`src/rtl/timer_capture.sv`:
```
// timer_capture: timestamps synchronized cap_in edges with count_value into a FWFT FIFO
module timer_capture #(
  parameter int WIDTH       = 32,
  parameter int DEPTH       = 4,
  parameter int SYNC_STAGES = 2
) (
  input  logic                     wb_clk_i,
  input  logic                     wb_rst_i,
  input  logic                     enable,
  input  logic [1:0]               edge_sel,
  input  logic                     cap_in,
  input  logic [WIDTH-1:0]         count_value,
  input  logic                     pop,
  output logic [WIDTH-1:0]         cap_data,
  output logic                     cap_valid,
  output logic [$clog2(DEPTH):0]   level,
  output logic                     overflow,
  input  logic                     clr_overflow,
  output logic                     irq
);
  localparam int AW = $clog2(DEPTH);
  localparam int LW = AW + 1;
  localparam int CW = $clog2(SYNC_STAGES + 2);
  localparam logic [LW-1:0] FULL  = LW'(DEPTH);
  localparam logic [CW-1:0] ARM_N = CW'(SYNC_STAGES + 1);
  logic [SYNC_STAGES-1:0] s;
  logic                   prev, s_last, armed, ev, do_pop, full, push, drop, ovf_nx;
  logic [CW-1:0]          arm;
  logic [AW-1:0]          wp, rp;
  logic [LW-1:0]          level_nx;
  logic [WIDTH-1:0]       mem [DEPTH];
  always_comb begin
    s_last    = s[SYNC_STAGES-1];
    armed     = arm == ARM_N;
    ev        = armed & enable & ((edge_sel[0] & s_last & ~prev) | (edge_sel[1] & ~s_last & prev));
    cap_valid = level != '0;
    do_pop    = pop & cap_valid;
    full      = level == FULL;
    push      = ev & (~full | do_pop);
    drop      = ev & full & ~do_pop;
    level_nx  = level + LW'(push) - LW'(do_pop);
    ovf_nx    = drop | (overflow & ~clr_overflow);
    cap_data  = cap_valid ? mem[rp] : '0;
  end
  // prev follows the synchronizer even while disarmed, so a level held through reset never looks like an edge
  always_ff @(posedge wb_clk_i) begin
    if (wb_rst_i) begin
      s        <= '0;
      prev     <= 1'b0;
      arm      <= '0;
      wp       <= '0;
      rp       <= '0;
      level    <= '0;
      overflow <= 1'b0;
      irq      <= 1'b0;
    end else begin
      s        <= {s[SYNC_STAGES-2:0], cap_in};
      prev     <= s_last;
      arm      <= armed ? arm : arm + 1'b1;
      wp       <= push ? wp + 1'b1 : wp;
      rp       <= do_pop ? rp + 1'b1 : rp;
      level    <= level_nx;
      overflow <= ovf_nx;
      irq      <= (level_nx != '0) | ovf_nx;
    end
  end
  always_ff @(posedge wb_clk_i)
    if (push) mem[wp] <= count_value;
endmodule

```
`config.mk`:
```
export PLATFORM = sky130hd
export DESIGN_NAME = timer_capture
export DESIGN_NICKNAME = d
export VERILOG_FILES = /design/src/rtl/timer_capture.sv
export SDC_FILE = /design/constraint.sdc
export NUM_CORES = 1
export LEC_CHECK = 0
export BUFFER_PORTS_ARGS = -buffer_cell sky130_fd_sc_hd__buf_2
export CORE_AREA = 2 2 105 107
export DETAILED_ROUTE_END_ITERATION = 8
export DIE_AREA = 0 0 107 109
export PLACE_DENSITY = 0.75
export SYNTH_ARGS = -nofsm -noshare
export SYNTH_HDL_FRONTEND = slang
export SYNTH_SLANG_ARGS = --single-unit
```
`constraint.sdc`:
```
create_clock -name wb_clk_i -period 2.8 [get_ports wb_clk_i]
set_clock_uncertainty 0.1 [all_clocks]
set_input_delay 0.42 -clock wb_clk_i [delete_from_list [all_inputs] [get_ports wb_clk_i]]
set_output_delay 0.42 -clock wb_clk_i [all_outputs]
set_load 0.03 [all_outputs]
```
==> run metrics, run 1 <==
Post-Synthesis Cells 273; delay of the slowest critical-path stage 0.51 ns; Avg Inst Size Synth 20.6 um^2; H-tree depth 4; Switch Pwr 2110 uW; reg2reg end irq; r2r setup slk 0.18 ns; number of global-route vias before repair 3,001; Rows 38; synth top area cells edfxtp_1 (68%), mux4_2 (12%), dfxtp_1 (5.7%); Pwr Density 954 nW/um^2; Setup TNS 0 ns; worst hold start count_value[31]; Critical Path AT 2.14 ns; Post-Route Utilization 0.667; die height 109 um; drt total wl 9.91 mm; syn_nets 321; clock insertion delay at the later pin of the skew report between 0.5 and 0.6 ns; clock tree buffer depth 2; register area approximately 4200 um^2; Worst Path Max Fanout 10; CTS sink count between 100 and 150; Synth area leader edfxtp_1; Crit Path Class flop to output pin; Distinct cells, synth 27; area share of the largest cell type after synthesis 0.683; worst flop-to-flop path startpoint arm[0]; critical path's slowest cell mux4_2; post-DR wirelength/cell 18.0 um; Worst-path clk slew 0.06 ns; R2R cell count 11; largest net degree at the start of global routing 35; Worst setup EP type output pin; share of layout cells above drive strength 1 0.403; worst rel slew slack 0.720; DR iter-0 viols between 90 and 100; Seq/Total Area, Yosys 0.740; Initial Util 0.531; leak pwr 0.00256 uW; Hold Fails Final Rpt 0; first-pass GRT wire length 15.4 mm; combinational power share 0.295; RSZ-0062 raised after global routing false; Max-cap violations 0; Clock power frac 0.338; Final Non-Filler Cells 550; fin. max-slew vios 0; total gr overflow 0; critical path cell sequence buf_4 -> mux4_2 -> and2_1 -> buf_2; Hold/Removal Path Class input pin to flop; Final min period 2.66 ns; detailed-route via count ~2,900; FMAX around 0.38 GHz; FILL cells 733; Peak VDD IR a little over 0.5 mV; Num CTS Buffers 17; post-route clock period utilization 0.952; Yosys reg bits 144; die area ~12,000 um^2; routability congestion estimate around 0.7; Area growth syn-to-layout 25.7%; timing endpoint of the critical path cap_data[20]; TritonCTS clock tree built; drt first pass iters 4; Placed Instances 491; IO Port Bufs 77; Post-route DRC 0; Tightest Pin Transition 0.419 ns; Flop pwr share 0.367; crit start category flop; synth warn 0; Routed Antenna Nets 0; final setup vio count 0; dpl hpwl roughly 6.1 mm; clock root buffer master clkbuf_8; NumNets Final 444; Worst Path Required 2.28 ns; Power Total 6750 uW; IO Count 78; overall die width 107 um; status completed; initial antenna violation count 1; Sw Ratio 0.313; GRT Util Overall 0.185; Core Area 10,600 um^2; Int Pwr 4630 uW; worst hold slack 0.0246 ns; Mapped Area approximately 5600 um^2; area of the multi-input gates 1350 um^2; vias per inst 5.19
cell type report:
cell class,count,area share
Inverter,6,0.00318
Clock buffer,17,0.0586
Multi-Input combinational cell,111,0.190
Tap cell,140,0.0248
Timing Repair Buffer,116,0.106
Antenna cell,1,0.000354
Clock inverter,15,0.0271
Sequential cell,144,0.590
how the worst min path moves through the flow:
stage,to,slack (ns),cells past startpoint
2_1_floorplan,s[1],0.31,1
3_3_place_gp,s[1],0.35,1
3_5_place_dp,s[1],0.34,1
4_1_cts,mem[2][19],0.000001,1
5_1_grt,mem[2][9],0.001,1
6_report,mem[3][31],0.02,1
repair_timing:
item,CTS,global route
hold buffers,22,2
gates cloned,0,0
endpoints found under the setup margin,10,2
buffers inserted,0,2
resized for setup,1,2
hold endpoints to repair,77,4
pin swaps,0,1
cell families after synthesis:
| kind of cell | after synthesis | synth area share |
|---|---|---|
| XOR/XNOR | 6 | 0.0107 |
| adder cells (fa/ha/maj) | 8 | 0.0191 |
| multiplexers | 34 | 0.133 |
| AND/OR/NAND/NOR | 59 | 0.0674 |
| flip-flops | 144 | 0.740 |
| AO/OA/AOI/OAI | 4 | 0.00645 |
| buffers and inverters | 18 | 0.0236 |
registers in the layout, indices dropped and copies added, names as in the netlist, named ones only:
name / count
mem: 128
level: 3
arm: 2
rp: 2
s: 2
wp: 2
irq: 1
overflow: 1
prev: 1
per-layer routing:
metal | vias up | share of wire | GRT usage
met5 | - | 0 | 0
met4 | 0 | 0.011 | 0.0668
met3 | 12 | 0.053 | 0.0669
met2 | 77 | 0.54 | 0.324
met1 | 1446 | 0.40 | 0.211
li1 | 1320 | - | -
synth_stat cells, drive strengths merged:
cell type	n
inv	6
a21oi	2
nor4b	1
xnor2	4
dfxtp	16
a31oi	1
mux2i	2
ha	7
clkbuf	1
nand3	1
or3	1
nor2b	6
nor2	10
and2	37
a211oi	1
mux4	32
nand3b	2
nand2	1
buf	11
xor2	2
edfxtp	128
fa	1
cell usage in the layout (no fill, tap or decap), types with 2 or more instances in the layout:
cell             n
a21oi_1          2
and2_1          32
and2_2           4
buf_2           77
buf_4           14
bufinv_16        4
clkbuf_16       16
clkinv_1         3
clkinv_2         2
clkinv_4         2
clkinvlp_4       2
dfxtp_1         14
dlygate4sd3_1   24
edfxtp_1       128
ha_1             6
inv_1            6
inv_6            2
mux2i_1          2
mux4_1           2
mux4_2          30
nand3b_4         2
nor2_1          10
nor2b_1          6
xnor2_1          2
xnor2_2          2
xor2_1           2
power groups by stage:
stage | sequential [uW] | clock (uW) | combinational [uW]
global route | 2490 | 2410 | 2150
global placement | 2520 | 0 | 1960
floorplan | 2530 | 0 | 1510
finish | 2480 | 2280 | 1990
CTS | 2480 | 2320 | 2010
detailed placement | 2520 | 0 | 1970
critical path: cells and delay by family (launching register included):
family / cells / cell delay [ns]
mux: 1 / 0.51
buf+inv: 2 / 0.44
flops: 1 / 0.49
simple gates: 1 / 0.17
stage by stage:
stage,area (um^2),worst slack [ns]
global placement,6200,0.206
global route,7070,0.00281
detailed placement,6200,0.0731
floorplan,5630,0.183
CTS,7020,0.0124
finish,7070,0.136
(Power assumes the default switching activity.)
==> inputs of run 2 (changes only) <==
- CTS_BUF_LIST: default -> sky130_fd_sc_hd__clkbuf_8
==> run 2 against run 1 <==
Combinational power fell by 3%. Count of clock-buffer cells in the layout did not move. Sequential power barely moved. Hold slack improved by 0.069 ns. Sequential share of layout area rose by 3.8 points. Non-clock buffer count fell by 24. Critical path depth rose by 7. Via count fell by 4.9%. Design area fell by 6.1%. Global-route usage fell by 0.75 points. Die area did not move. Setup slack improved by 0.057 ns. Critical endpoint is now irq.
==> run metrics, run 2 (synthesis gave the netlist of run 1 again) <==
Final min period 2.61 ns (-0.0571 ns); Hold/Removal Path Class input pin to flop; post-DR wirelength/cell 18.0 um (about the same); Worst Path Max Fanout 3 (-7); placed inst area 6200 um^2 (unchanged); die height 109 um (unchanged); Worst setup EP type flop; clock root buffer master clkbuf_8; GRT Util Overall 0.178 (-0.00748); drt first pass iters 4 (unchanged); status completed; Int Pwr 4120 uW (-11%); number of global-route vias before repair 2,889 (-3.7%); Final Non-Filler Cells 526 (-4.4%); die area 11,700 um^2 (unchanged); Area growth syn-to-layout 18.1%; detailed-route via count 2,714 (-4.9%); Placed Instances 491 (unchanged); dpl hpwl 6.14 mm (unchanged); FMAX 0.384 GHz (+2.2%); Worst Path Required 3.02 ns (+0.74 ns); Most flops, register mem; Post-route DRC 0 (unchanged); Pwr Density 922 nW/um^2 (-3.4%); leak pwr 0.00237 uW (-7.3%); clock insertion delay at the later pin of the skew report 0.44 ns (-0.09 ns); H-tree depth 4 (unchanged); first-pass GRT wire length 14.7 mm (-4.2%); Core Area 10,600 um^2 (unchanged); RSZ-0062 raised after global routing false; Switch Pwr 2000 uW (-5.3%); combinational power share 0.316 (+0.021); DR iter-0 viols 86 (-12%); share of layout cells above drive strength 1 0.426 (+0.0226); IO Port Bufs 77 (unchanged); Worst-path clk slew 0.08 ns (+0.02 ns); Routed Antenna Nets 0 (unchanged); Regs by FF count mem: 128 flops, level: 3 flops; commonest non-fill, non-tap cell in the layout edfxtp_1; TritonCTS clock tree built; crit start category flop; max reg flops 128 (unchanged); Setup TNS 0 ns (unchanged); most frequent cells in the layout edfxtp_1 (128), buf_2 (77), and2_1 (32), mux4_2 (30), clkbuf_8 (17); largest net degree at the start of global routing 35 (unchanged); drt total wl 9.48 mm (-4.4%); vias per inst 5.16 (-0.60%); worst rel slew slack 0.720 (about the same); Tightest Pin Transition 0.419 ns (-0.000363 ns); Rows 38 (unchanged); overall die width 107 um (unchanged); Crit Path Class flop to flop; Max-cap violations 0 (unchanged); Num CTS Buffers 17 (unchanged); post-route clock period utilization 0.931 (-0.0204); worst hold slack 0.0939 ns (+0.0693 ns); Flop pwr share 0.404 (+0.037); Sw Ratio 0.327 (+0.0137); Peak VDD IR 0.511 mV (-0.22%); Hold Fails Final Rpt 0 (unchanged); Final Cell Area 6640 um^2 (-6.1%); Clock power frac 0.280 (-0.058); IO Count 78 (unchanged); CTS sink count 144 (unchanged); FILL cells 776 (+5.9%); initial antenna violation count 1 (unchanged); final setup vio count 0 (unchanged); total gr overflow 0 (unchanged); routability congestion estimate 0.717 (unchanged); Critical Path AT 2.82 ns (+0.68 ns); NumNets Final 420 (-5.4%); fin. max-slew vios 0 (unchanged); Initial Util 0.531 (unchanged); clock tree buffer depth 2 (unchanged)
## run 2: routing by layer
metal | global-route usage | vias up | part of all wire | routed length, um
li1 | - | 1262 | - | -
met1 | 0.202 | 1376 | 0.40 | 3790
met2 | 0.310 | 61 | 0.54 | 5100
met3 | 0.0544 | 15 | 0.044 | 417
met4 | 0.0835 | 0 | 0.018 | 172
met5 | 0 | - | 0 | 0
## run 2: final timing paths
path                    from  slack (ns)  cells after the start    endpoint
max                   arm[0]        0.19                     11         irq
max reg2reg           arm[0]        0.19                     11         irq
min          count_value[15]        0.09                      1  mem[0][15]
min reg2reg             s[0]        0.35                      1        s[1]
## run 2: metrics by stage
step / setup WS, ns / util / total power, uW
finish: 0.193 / 0.627 / 6120
CTS: 0.0309 / 0.624 / 6210
global route: 0.00275 / 0.626 / 6420
detailed placement: 0.0731 / 0.584 / 4490
global placement: 0.206 / 0.584 / 4470
floorplan: 0.183 / - / 4040
## run 2: timing repair
action,4_1_cts,5_1_grt
setup endpoints to repair,0,11
setup buffers,0,2
resized for setup,0,2
hold buffers,0,0
## run 2: area by class of cell
type                            count  area, um^2  area share
Sequential cell                   144        4170       0.627
Multi-Input combinational cell    111        1340       0.202
Timing Repair Buffer               92         510      0.0768
Clock buffer                       17         234      0.0352
Clock inverter                     15         191      0.0288
Tap cell                          140         175      0.0264
Inverter                            6        22.5     0.00339
Antenna cell                        1        2.50    0.000377
## run 2: critical path, cell delays in order, from the launching register on
cell and delay, ns:
dfxtp_1 0.36, ha_2 0.22, nand2_1 0.12, a211oi_4 0.27, inv_1 0.07, ha_1 0.27
inv_1 0.04, ha_1 0.18, fa_1 0.38, xnor2_1 0.21, xnor2_1 0.16, a31oi_1 0.11
## run 2: power by group through the flow
stage / Clock, uW / Combinational [uW] / Sequential, uW
after floorplan: 0 / 1510 / 2530
after global placement: 0 / 1960 / 2520
after detailed placement: 0 / 1970 / 2520
after CTS: 1760 / 1980 / 2470
after global routing: 1840 / 2100 / 2490
final: 1710 / 1940 / 2470
